## config.mk

```make
export PLATFORM = sky130hd
export DESIGN_NAME = fpu_divsqrt_seq_flat
export DESIGN_NICKNAME = d
export VERILOG_FILES = /design/src/rtl/fpu_divsqrt_seq_if.sv /design/src/rtl/fpu_divsqrt_seq.sv /design/src/flat_wrapper.sv
export SDC_FILE = /design/constraint.sdc
export NUM_CORES = 1
export LEC_CHECK = 0
export CAP_MARGIN = 25
export CORE_ASPECT_RATIO = 1.5
export CORE_MARGIN = 1
export CORE_UTILIZATION = 40
export CTS_CLUSTER_SIZE = 14
export DETAILED_ROUTE_END_ITERATION = 8
export SLEW_MARGIN = 30
export SYNTH_ARGS = -nofsm -noshare
export SYNTH_HDL_FRONTEND = slang
export SYNTH_SLANG_ARGS = --single-unit
```

## constraint.sdc

```tcl
create_clock -name clk_i -period 6 [get_ports clk_i]
set_clock_uncertainty 0.15 [all_clocks]
set_input_delay 0.9 -clock clk_i [delete_from_list [all_inputs] [get_ports clk_i]]
set_output_delay 0.9 -clock clk_i [all_outputs]
set_load 0.02 [all_outputs]
```

## src/rtl/fpu_divsqrt_seq_if.sv

```systemverilog
// Request/response bundle of fpu_divsqrt_seq: START/OP/operands towards the unit,
// BUSY/DONE/RESULT and the NV/DZ flags back from it.
interface fpu_divsqrt_seq_if #(
    parameter int unsigned EXP_W = 8,
    parameter int unsigned MAN_W = 23
);
    localparam int unsigned W = 1 + EXP_W + MAN_W;

    logic         start;
    logic         op;
    logic [W-1:0] data1;
    logic [W-1:0] data2;
    logic         busy;
    logic         done;
    logic [W-1:0] result;
    logic         exception;
    logic         div_by_zero;

    modport master (output start, op, data1, data2,
                    input  busy, done, result, exception, div_by_zero);
    modport slave  (input  start, op, data1, data2,
                    output busy, done, result, exception, div_by_zero);
endinterface

```

## src/rtl/fpu_divsqrt_seq.sv

```systemverilog
// Multi-cycle divide / square-root unit: restoring iteration one bit per cycle,
// round-toward-zero, special operands answered in a single cycle from IDLE.
module fpu_divsqrt_seq #(
    parameter int unsigned EXP_W = 8,
    parameter int unsigned MAN_W = 23
) (
    input  logic             clk_i,
    input  logic             rst_i,
    fpu_divsqrt_seq_if.slave bus
);
    localparam int unsigned W    = 1 + EXP_W + MAN_W;
    localparam int unsigned ITER = MAN_W + 2;
    localparam int unsigned RW   = MAN_W + 5;
    localparam int unsigned NW   = 2 * ITER;
    localparam int unsigned CW   = $clog2(ITER + 1);
    localparam int unsigned XW   = EXP_W + 2;
    localparam logic signed [XW-1:0] BIAS  = XW'((1 << (EXP_W - 1)) - 1);
    localparam logic signed [XW-1:0] EMAX  = XW'((1 << EXP_W) - 1);
    localparam logic signed [XW-1:0] ONE   = XW'(1);
    localparam logic signed [XW-1:0] ZERO  = '0;
    localparam logic [W-1:0]         QNAN  = {1'b0, {EXP_W{1'b1}}, 1'b1, {(MAN_W-1){1'b0}}};

    typedef enum logic [1:0] {S_IDLE, S_CALC, S_NORM} state_t;

    state_t               state_q, state_d;
    logic [CW-1:0]        cnt_q, cnt_d;
    logic                 op_q, op_d;
    logic                 sign_q, sign_d;
    logic signed [XW-1:0] exp_q, exp_d;
    logic [RW-1:0]        rem_q, rem_d;
    logic [MAN_W:0]       dvs_q, dvs_d;
    logic [NW-1:0]        rad_q, rad_d;
    logic [ITER-1:0]      quo_q, quo_d;
    logic [W-1:0]         res_q, res_d;
    logic                 nv_q, nv_d;
    logic                 dz_q, dz_d;
    logic                 done_q, done_d;

    logic             s1, s2;
    logic [EXP_W-1:0] e1, e2;
    logic [MAN_W-1:0] f1, f2;
    logic             nan1, nan2, inf1, inf2, zero1, zero2, sq;

    assign {s1, e1, f1} = bus.data1;
    assign {s2, e2, f2} = bus.data2;
    assign nan1  = (&e1) & (|f1);
    assign nan2  = (&e2) & (|f2);
    assign inf1  = (&e1) & ~(|f1);
    assign inf2  = (&e2) & ~(|f2);
    assign zero1 = ~(|e1);
    assign zero2 = ~(|e2);
    assign sq    = s1 ^ s2;

    logic         spec_hit, spec_nv, spec_dz;
    logic [W-1:0] spec_res;

    always_comb begin
        spec_hit = 1'b1;
        spec_res = QNAN;
        spec_nv  = 1'b0;
        spec_dz  = 1'b0;
        if (bus.op) begin
            if (nan1)       spec_res = QNAN;
            else if (zero1) spec_res = {s1, {(W-1){1'b0}}};
            else if (s1)    spec_nv  = 1'b1;
            else if (inf1)  spec_res = {1'b0, {EXP_W{1'b1}}, {MAN_W{1'b0}}};
            else            spec_hit = 1'b0;
        end else begin
            if (nan1 | nan2)                              spec_res = QNAN;
            else if ((zero1 & zero2) | (inf1 & inf2))     spec_nv  = 1'b1;
            else if (inf1)  spec_res = {sq, {EXP_W{1'b1}}, {MAN_W{1'b0}}};
            else if (zero2) begin
                spec_res = {sq, {EXP_W{1'b1}}, {MAN_W{1'b0}}};
                spec_dz  = 1'b1;
            end
            else if (inf2 | zero1) spec_res = {sq, {(W-1){1'b0}}};
            else                   spec_hit = 1'b0;
        end
    end

    // Odd square-root exponents move one factor of two into the significand.
    logic signed [XW-1:0] ediv, eraw, esq;
    logic [MAN_W+1:0]     sqsig;

    always_comb begin
        ediv  = $signed({2'b00, e1}) - $signed({2'b00, e2}) + BIAS;
        eraw  = $signed({2'b00, e1}) - BIAS;
        sqsig = eraw[0] ? {1'b1, f1, 1'b0} : {2'b01, f1};
        esq   = ((eraw - $signed({{(XW-1){1'b0}}, eraw[0]})) >>> 1) + BIAS;
    end

    logic [RW-1:0] dv_trial, sq_rem, sq_trial;
    logic          dv_ge, sq_ge;

    assign dv_trial = {{(RW-MAN_W-1){1'b0}}, dvs_q};
    assign dv_ge    = rem_q >= dv_trial;
    assign sq_rem   = {rem_q[RW-3:0], rad_q[NW-1 -: 2]};
    assign sq_trial = {{(RW-ITER-2){1'b0}}, quo_q, 2'b01};
    assign sq_ge    = sq_rem >= sq_trial;

    logic signed [XW-1:0] e_n;
    logic [MAN_W-1:0]     m_n;
    logic [W-1:0]         packed_res;

    always_comb begin
        e_n = quo_q[ITER-1] ? exp_q : exp_q - ONE;
        m_n = quo_q[ITER-1] ? quo_q[ITER-2:1] : quo_q[ITER-3:0];
        if (e_n >= EMAX)
            packed_res = {sign_q, {(EXP_W-1){1'b1}}, 1'b0, {MAN_W{1'b1}}};
        else if (e_n <= ZERO)
            packed_res = {sign_q, {(W-1){1'b0}}};
        else
            packed_res = {sign_q, e_n[EXP_W-1:0], m_n};
    end

    always_ff @(posedge clk_i) begin
        if (rst_i) state_q <= S_IDLE;
        else       state_q <= state_d;
    end

    always_comb begin
        state_d = state_q;
        case (state_q)
            S_IDLE:  if (bus.start && !spec_hit) state_d = S_CALC;
            S_CALC:  if (cnt_q == CW'(1))         state_d = S_NORM;
            S_NORM:  state_d = S_IDLE;
            default: state_d = S_IDLE;
        endcase
    end

    always_comb begin
        cnt_d  = cnt_q;
        op_d   = op_q;
        sign_d = sign_q;
        exp_d  = exp_q;
        rem_d  = rem_q;
        dvs_d  = dvs_q;
        rad_d  = rad_q;
        quo_d  = quo_q;
        res_d  = res_q;
        nv_d   = nv_q;
        dz_d   = dz_q;
        done_d = 1'b0;
        case (state_q)
            S_IDLE: if (bus.start) begin
                if (spec_hit) begin
                    res_d  = spec_res;
                    nv_d   = spec_nv;
                    dz_d   = spec_dz;
                    done_d = 1'b1;
                end else begin
                    cnt_d = CW'(ITER);
                    op_d  = bus.op;
                    quo_d = '0;
                    if (bus.op) begin
                        sign_d = 1'b0;
                        exp_d  = esq;
                        rem_d  = '0;
                        rad_d  = {sqsig, {(MAN_W+2){1'b0}}};
                    end else begin
                        sign_d = sq;
                        exp_d  = ediv;
                        rem_d  = {{(RW-MAN_W-1){1'b0}}, 1'b1, f1};
                        dvs_d  = {1'b1, f2};
                    end
                end
            end
            S_CALC: begin
                cnt_d = cnt_q - CW'(1);
                if (op_q) begin
                    quo_d = {quo_q[ITER-2:0], sq_ge};
                    rem_d = sq_ge ? sq_rem - sq_trial : sq_rem;
                    rad_d = rad_q << 2;
                end else begin
                    quo_d = {quo_q[ITER-2:0], dv_ge};
                    rem_d = (dv_ge ? rem_q - dv_trial : rem_q) << 1;
                end
            end
            S_NORM: begin
                res_d  = packed_res;
                nv_d   = 1'b0;
                dz_d   = 1'b0;
                done_d = 1'b1;
            end
            default: done_d = 1'b0;
        endcase
    end

    always_ff @(posedge clk_i) begin
        if (rst_i) begin
            cnt_q  <= '0;
            op_q   <= 1'b0;
            sign_q <= 1'b0;
            exp_q  <= '0;
            rem_q  <= '0;
            dvs_q  <= '0;
            rad_q  <= '0;
            quo_q  <= '0;
            res_q  <= '0;
            nv_q   <= 1'b0;
            dz_q   <= 1'b0;
            done_q <= 1'b0;
        end else begin
            cnt_q  <= cnt_d;
            op_q   <= op_d;
            sign_q <= sign_d;
            exp_q  <= exp_d;
            rem_q  <= rem_d;
            dvs_q  <= dvs_d;
            rad_q  <= rad_d;
            quo_q  <= quo_d;
            res_q  <= res_d;
            nv_q   <= nv_d;
            dz_q   <= dz_d;
            done_q <= done_d;
        end
    end

    assign bus.busy        = (state_q != S_IDLE);
    assign bus.done        = done_q;
    assign bus.result      = res_q;
    assign bus.exception   = nv_q;
    assign bus.div_by_zero = dz_q;
endmodule

```

## src/flat_wrapper.sv

```systemverilog
// flat-port wrapper written by rule: the top's interface ports become plain ports
module fpu_divsqrt_seq_flat 
#(
    parameter int unsigned EXP_W = 8,
    parameter int unsigned MAN_W = 23
)
  (clk_i, rst_i, bus_start, bus_op, bus_data1, bus_data2, bus_busy, bus_done, bus_result, bus_exception, bus_div_by_zero);
  fpu_divsqrt_seq_if #(.EXP_W(EXP_W), .MAN_W(MAN_W)) bus_i ();
  input  logic clk_i;
  input  logic rst_i;
  input wire logic [$bits(bus_i.start)-1:0] bus_start;
  input wire logic [$bits(bus_i.op)-1:0] bus_op;
  input wire logic [$bits(bus_i.data1)-1:0] bus_data1;
  input wire logic [$bits(bus_i.data2)-1:0] bus_data2;
  output wire logic [$bits(bus_i.busy)-1:0] bus_busy;
  output wire logic [$bits(bus_i.done)-1:0] bus_done;
  output wire logic [$bits(bus_i.result)-1:0] bus_result;
  output wire logic [$bits(bus_i.exception)-1:0] bus_exception;
  output wire logic [$bits(bus_i.div_by_zero)-1:0] bus_div_by_zero;
  assign bus_i.start = bus_start;
  assign bus_i.op = bus_op;
  assign bus_i.data1 = bus_data1;
  assign bus_i.data2 = bus_data2;
  assign bus_busy = bus_i.busy;
  assign bus_done = bus_i.done;
  assign bus_result = bus_i.result;
  assign bus_exception = bus_i.exception;
  assign bus_div_by_zero = bus_i.div_by_zero;
  fpu_divsqrt_seq #(.EXP_W(EXP_W), .MAN_W(MAN_W)) u_core (.clk_i(clk_i), .rst_i(rst_i), .bus(bus_i));
endmodule
```

# [Word-level counts from Yosys, hierarchy flattened]
# Cells that the tools add are included.
[word_totals] register_bits=181 latch_bits=0 ram_bits=0 mem_bits_ro=0 input_bits=68 out_inout_bits=36 word_cells=142 memories=0
[classes] n_addsub=9 multipliers=0 div_mod_pow=0 order_cmp=4 n_eq_ne=10 shift=0 n_mux=72 bitwise_logic=16 n_reduce_logical=18
[ops] op="32-bit 2-to-1 mux" count=11
[ops] op="50-bit 2-to-1 mux" count=4
[ops] op="28-bit 2-to-1 mux" count=4
[ops] op="50-bit case mux with 2 select lines" count=1
[ops] op="25-bit 2-to-1 mux" count=3
[ops] op="32-bit case mux with 2 select lines" count=1
[ops] op="31-bit 2-to-1 mux" count=2
[ops] op="28-bit case mux with 2 select lines" count=1
[ops] op="25-bit case mux with 2 select lines" count=1
[ops] op="23-bit 2-to-1 mux" count=2
[ops] op="23-bit OR reduction" count=2
[ops] op="1-bit 2-to-1 mux" count=29
[ops] op="28-bit by 24-bit greater-or-equal comparator with 1-bit output" count=1
[ops] op="28-bit by 27-bit greater-or-equal comparator with 1-bit output" count=1
[ops] op="28-bit by 27-bit subtractor with 28-bit output" count=1
[ops] op="27-bit 2-to-1 mux" count=1
[ops] op="27-bit by 24-bit subtractor with 27-bit output" count=1
[ops] op="24-bit 2-to-1 mux" count=1
[ops] op="10-bit 2-to-1 mux" count=2
[ops] op="8-bit AND reduction" count=2
[ops] op="8-bit OR reduction" count=2
[ops] op="10-bit by 8-bit adder with 10-bit output, second input constant" count=1
[ops] op="9-bit by 8-bit adder with 10-bit output, second input constant" count=1
[ops] op="10-bit by 9-bit greater-or-equal comparator with 1-bit output, second input constant" count=1
[ops] op="other kinds (28)" count=53

# [Logic depth before layout (Yosys ltp)]
[logic_depth] depth_word=14 ltp_mapped=15 ltp_nobuf=12

# [Worst setup path after synthesis]
# No wires, ideal clock.
[synth_path] kind="input to register" startpoint="input bus_data1[23]" endpoint="register u_core.exp_q[8]" setup_time_ps=62 t_arrival_ps=3933 t_required_ps=5788 path_slack_ps=1855 stages=14 path_buffers=2 path_cell_list="clkbuf_1 > buf_1 > inv_1 > ha_1 > fa_1 > nor2b_1 > o21ai_0 > a21boi_0 > nor2_1 > o311a_1 > nand3_1 > nand2_1 > or4_1 > nand3_1"
[synth_via] elab_chain_len=11 elab_cells_between_ends=28 classes_between="add/sub: 5; mux: 11; bitwise: 9; reduce/logical: 3"
[synth_rtl] element="start: declaration" line_no="flat_wrapper.sv:13" text="input wire logic [$bits(bus_i.data1)-1:0] bus_data1;"
[synth_rtl] element="parallel branches: the longest is 11 deep, another holds 9-bit by 2-bit subtractor with 10-bit output"
[synth_rtl] element="end signal: assignment" line_no="fpu_divsqrt_seq.sv:207" text="exp_q <= exp_d;"
[synth_rtl] element="end: declaration" line_no="fpu_divsqrt_seq.sv:29" text="logic signed [XW-1:0] exp_q, exp_d;"
# Parallel ways; which one is timed is not known.
# A chain may end at the register's enable or synchronous reset.

# [Worst setup path after layout]
[layout_path] startpoint="input bus_data1[23]" endpoint="register u_core.rem_q[13]"
[layout_via] elab_chain_len=11 elab_cells_between_ends=22 classes_between="eq/ne: 1; mux: 10; bitwise: 8; reduce/logical: 3"
[layout_rtl] element="8-bit OR reduction" line_no="fpu_divsqrt_seq.sv:50" text="assign zero1 = ~(|e1);"
[layout_rtl] element="1-bit inverter" line_no="fpu_divsqrt_seq.sv:50"
[layout_rtl] element="1-bit OR" line_no="fpu_divsqrt_seq.sv:76" text="else if (inf2 | zero1) spec_res = {sq, {(W-1){1'b0}}};"
[layout_rtl] element="1-bit 2-to-1 mux" line_no="fpu_divsqrt_seq.sv:76"
[layout_rtl] element="1-bit 2-to-1 mux" line_no="fpu_divsqrt_seq.sv:72" text="else if (zero2) begin"
[layout_rtl] element="1-bit 2-to-1 mux" line_no="fpu_divsqrt_seq.sv:71" text="else if (inf1) spec_res = {sq, {EXP_W{1'b1}}, {MAN_W{1'b0}}};"
[layout_rtl] element="1-bit 2-to-1 mux" line_no="fpu_divsqrt_seq.sv:70" text="else if ((zero1 & zero2) | (inf1 & inf2)) spec_nv = 1'b1;"
[layout_rtl] element="1-bit 2-to-1 mux" line_no="fpu_divsqrt_seq.sv:69" text="if (nan1 | nan2) spec_res = QNAN;"
[layout_rtl] element="1-bit 2-to-1 mux *" line_no="fpu_divsqrt_seq.sv:62" text="if (bus.op) begin"
[layout_rtl] element="2-bit != test (no source line) *"
[layout_rtl] element="3-bit AND reduction (no source line) *"
[layout_rtl] element="end signal: assignment" line_no="fpu_divsqrt_seq.sv:208" text="rem_q <= rem_d;"
[layout_rtl] element="end: declaration" line_no="fpu_divsqrt_seq.sv:30" text="logic [RW-1:0] rem_q, rem_d;"
# Mark *: on every way between the ends. The rest lies on a longest branch, timed or not.

==> flow_summary.ini <==
[drt]
wl_um = 34880
viasPerCell = 5.830
drtPass1Iterations = 5
drc = 0
ant_nets = 0
wl_per_cell_um = 17.94
drtIter0Drc = 752
vias = 11330

[clock_tree]
clk_pin_slew_worst_paths_ns = 0.07
cts_buffers = 17
cts_tree = yes
cts_setup_buffers = 0
hold_buffers = 0
cts_max_path_buffers = 2
h-tree-depth = 4
clock_latency_ns = 0.46
ctsResizeCount = 0
cts_sinks = 156
ctsRootBufferMaster = clkbuf_16

[finish]
nets = 1720
num-fill-cells = 2857
drive_gt1_share_pct = 5.069
register_area_mm2 = 0.003123
layout_common_cells = 190 x nand2_1, 156 x dfxtp_1, 153 x a21oi_1
antenna_cells = 0
synthToLayoutAreaGrowth_pct = 15.94
multiInputGateArea_mm2 = 0.007727
utilization_pct = 47.61
layout_commonest_cell = nand2_1

[status]
outcome = finished, final reports clean

[floorplan]
core_mm2 = 0.02815
die_area_mm2 = 0.02960
pin_count = 104
die_h_um = 210.2
fp.dieW_um = 140.8
core.rowCount = 75
start_util_pct = 41.06

[setup_path]
reg2reg_slack_ns = 2.10
rr_worst_depth = 11
rr_startpoint = u_core.quo_q[8]
timing.rr.end = u_core.rem_q[6]
start_kind = input port
worstSetupPathType = in -> reg
cp_max_fo = 29
endpoint = u_core.rem_q[13]
critPathLaunch = bus_data1[23]
cp_data_arrival_time_ns = 4.31
crit_required_ns = 6.21
cp-end-kind = flip-flop

[sta]
final-max-slew-violation-count = 0
fin_setup_tns_ns = 0
hold_violations = 0
setup_viol = 0
period_share_pct = 68.33
fin_crit_ns = 4.100
slew_headroom_pct = 42.14
worst_pin_slew_ns = 0.8679
max_freq_ghz = 0.2439
rsz0062_at_grt = no

[logic_synthesis]
synth_cells = 1545
syn_area_mm2 = 0.01156
async_flop_share_pct = 0
synth_edf_count = 0
avgSynthCellArea_um2 = 7.482
yosys_warnings = 0
synth-seq-cells = 156
synth_cell_types = 80
syn_nets = 1680
ys.flop_type = dfxtp_1
ys_seq_area_share_pct = 27.02

[hold_path]
worstHoldPathType = reg -> reg

[pwr]
p_leak_uw = 0.005147
power_density_mw_per_mm2 = 359.4
peakVddDrop_uv = 256.2

[global_routing]
track_usage_pct = 24.30
antenna_found_initial = 0
gr-total-overflow = 0
grt_pass1_vias = 10820
grt_max_degree = 63
grt_pass1_wl_um = 56770

[placement]
io_buffers = 103
place.detailed.hpwl_um = 26660
place_congestion = 0.9061

[flow_run]
drv_cap = 0
[worst min-delay path by stage]
stage	startpoint	to	slack, ns	depth (start not counted)
floorplan	u_core.rad_q[25]	u_core.rad_q[25]	0.28	2
global placement	u_core.rad_q[25]	u_core.rad_q[25]	0.29	2
detailed placement	u_core.dvs_q[12]	u_core.dvs_q[12]	0.30	2
CTS	u_core.dvs_q[12]	u_core.dvs_q[12]	0.31	2
global route	u_core.rad_q[41]	u_core.rad_q[41]	0.32	2
finish	u_core.rad_q[35]	u_core.rad_q[35]	0.31	2
[report_power, final]
part           total (uW)  internal, uW  switching (uW)
logic                2380          1000            1380
clock network        1220           750             474
registers            1210          1110             101
[cell usage after synthesis (19+ instances only)]
master,number,area (um2)
clkbuf_1,65,244.0
a21o_1,33,247.7
xor2_1,20,175.2
ha_1,65,813.3
nor3_1,28,140.1
inv_1,85,319.1
o211ai_1,37,277.8
o21ai_0,92,460.4
a21oi_1,153,765.7
nand3_1,41,205.2
a211oi_1,20,150.1
mux2i_1,68,680.7
nand2_1,190,713.2
and3_1,19,118.9
nand4_1,24,150.1
nor2_1,120,450.4
xnor2_1,41,359.1
dfxtp_1,156,3123
a22oi_1,25,187.7
[state kept, by name, summed over array words and instances, names as in the netlist]
name                    count
u_core.dvs_q               24
u_core.bus.result          32
u_core.cnt_q                5
u_core.state_q              2
u_core.bus.div_by_zero      1
u_core.bus.exception        1
u_core.exp_q               10
u_core.rad_q               25
u_core.bus.done             1
u_core.quo_q               25
u_core.rem_q               28
u_core.sign_q               1
u_core.op_q                 1
[logic make-up after synthesis]
group / count (synthesis) / share of synthesized area, %
flip-flops: 156 / 27.02
multiplexers: 73 / 6.375
adder cells (fa/ha/maj): 67 / 7.382
AO/OA/AOI/OAI: 490 / 27.11
buffers and inverters: 183 / 6.483
XOR/XNOR: 61 / 4.622
AND/OR/NAND/NOR: 515 / 21.01
[layer usage]
| metal | vias up | track usage [%] | routed length, um |
|---|---|---|---|
| met5 | - | 0 | 0 |
| met4 | 0 | 12.56 | 1522 |
| met3 | 71 | 2.953 | 1184 |
| met2 | 279 | 43.83 | 17400 |
| met1 | 5286 | 27.93 | 14770 |
| li1 | 5698 | - | - |
[cell type report]
cell class                      count  share of cell area, %
Clock inverter                     14                  1.615
Multi-Input combinational cell   1206                  57.65
Tap cell                          346                  3.230
Sequential cell                   156                  23.30
Clock buffer                       18                  3.277
Timing Repair Buffer              118                  8.514
Inverter                           86                  2.409
[critical path, stage by stage]
cell	delay, ns
clkdlybuf4s50_1	0.45
buf_4	0.40
ha_1	0.27
and2_1	0.22
nand3_1	0.25
and2_1	0.28
nand3_1	0.21
a21o_1	0.71
a22oi_1	0.24
a2111oi_2	0.38
[stage by stage]
step	worst slack (ns)	area, um2	hold WS (ns)	total power (uW)	instances
CTS	1.966	13400	0.3060	4822	1944
floorplan	1.855	11560	0.2821	3076	1545
detailed placement	1.493	12740	0.2970	3587	1912
global route	1.550	13400	0.3204	5140	1944
global placement	1.430	12730	0.2891	3577	1912
finish	1.900	13400	0.3051	4817	1944
Note: power is estimated with default switching activity, not from simulation.
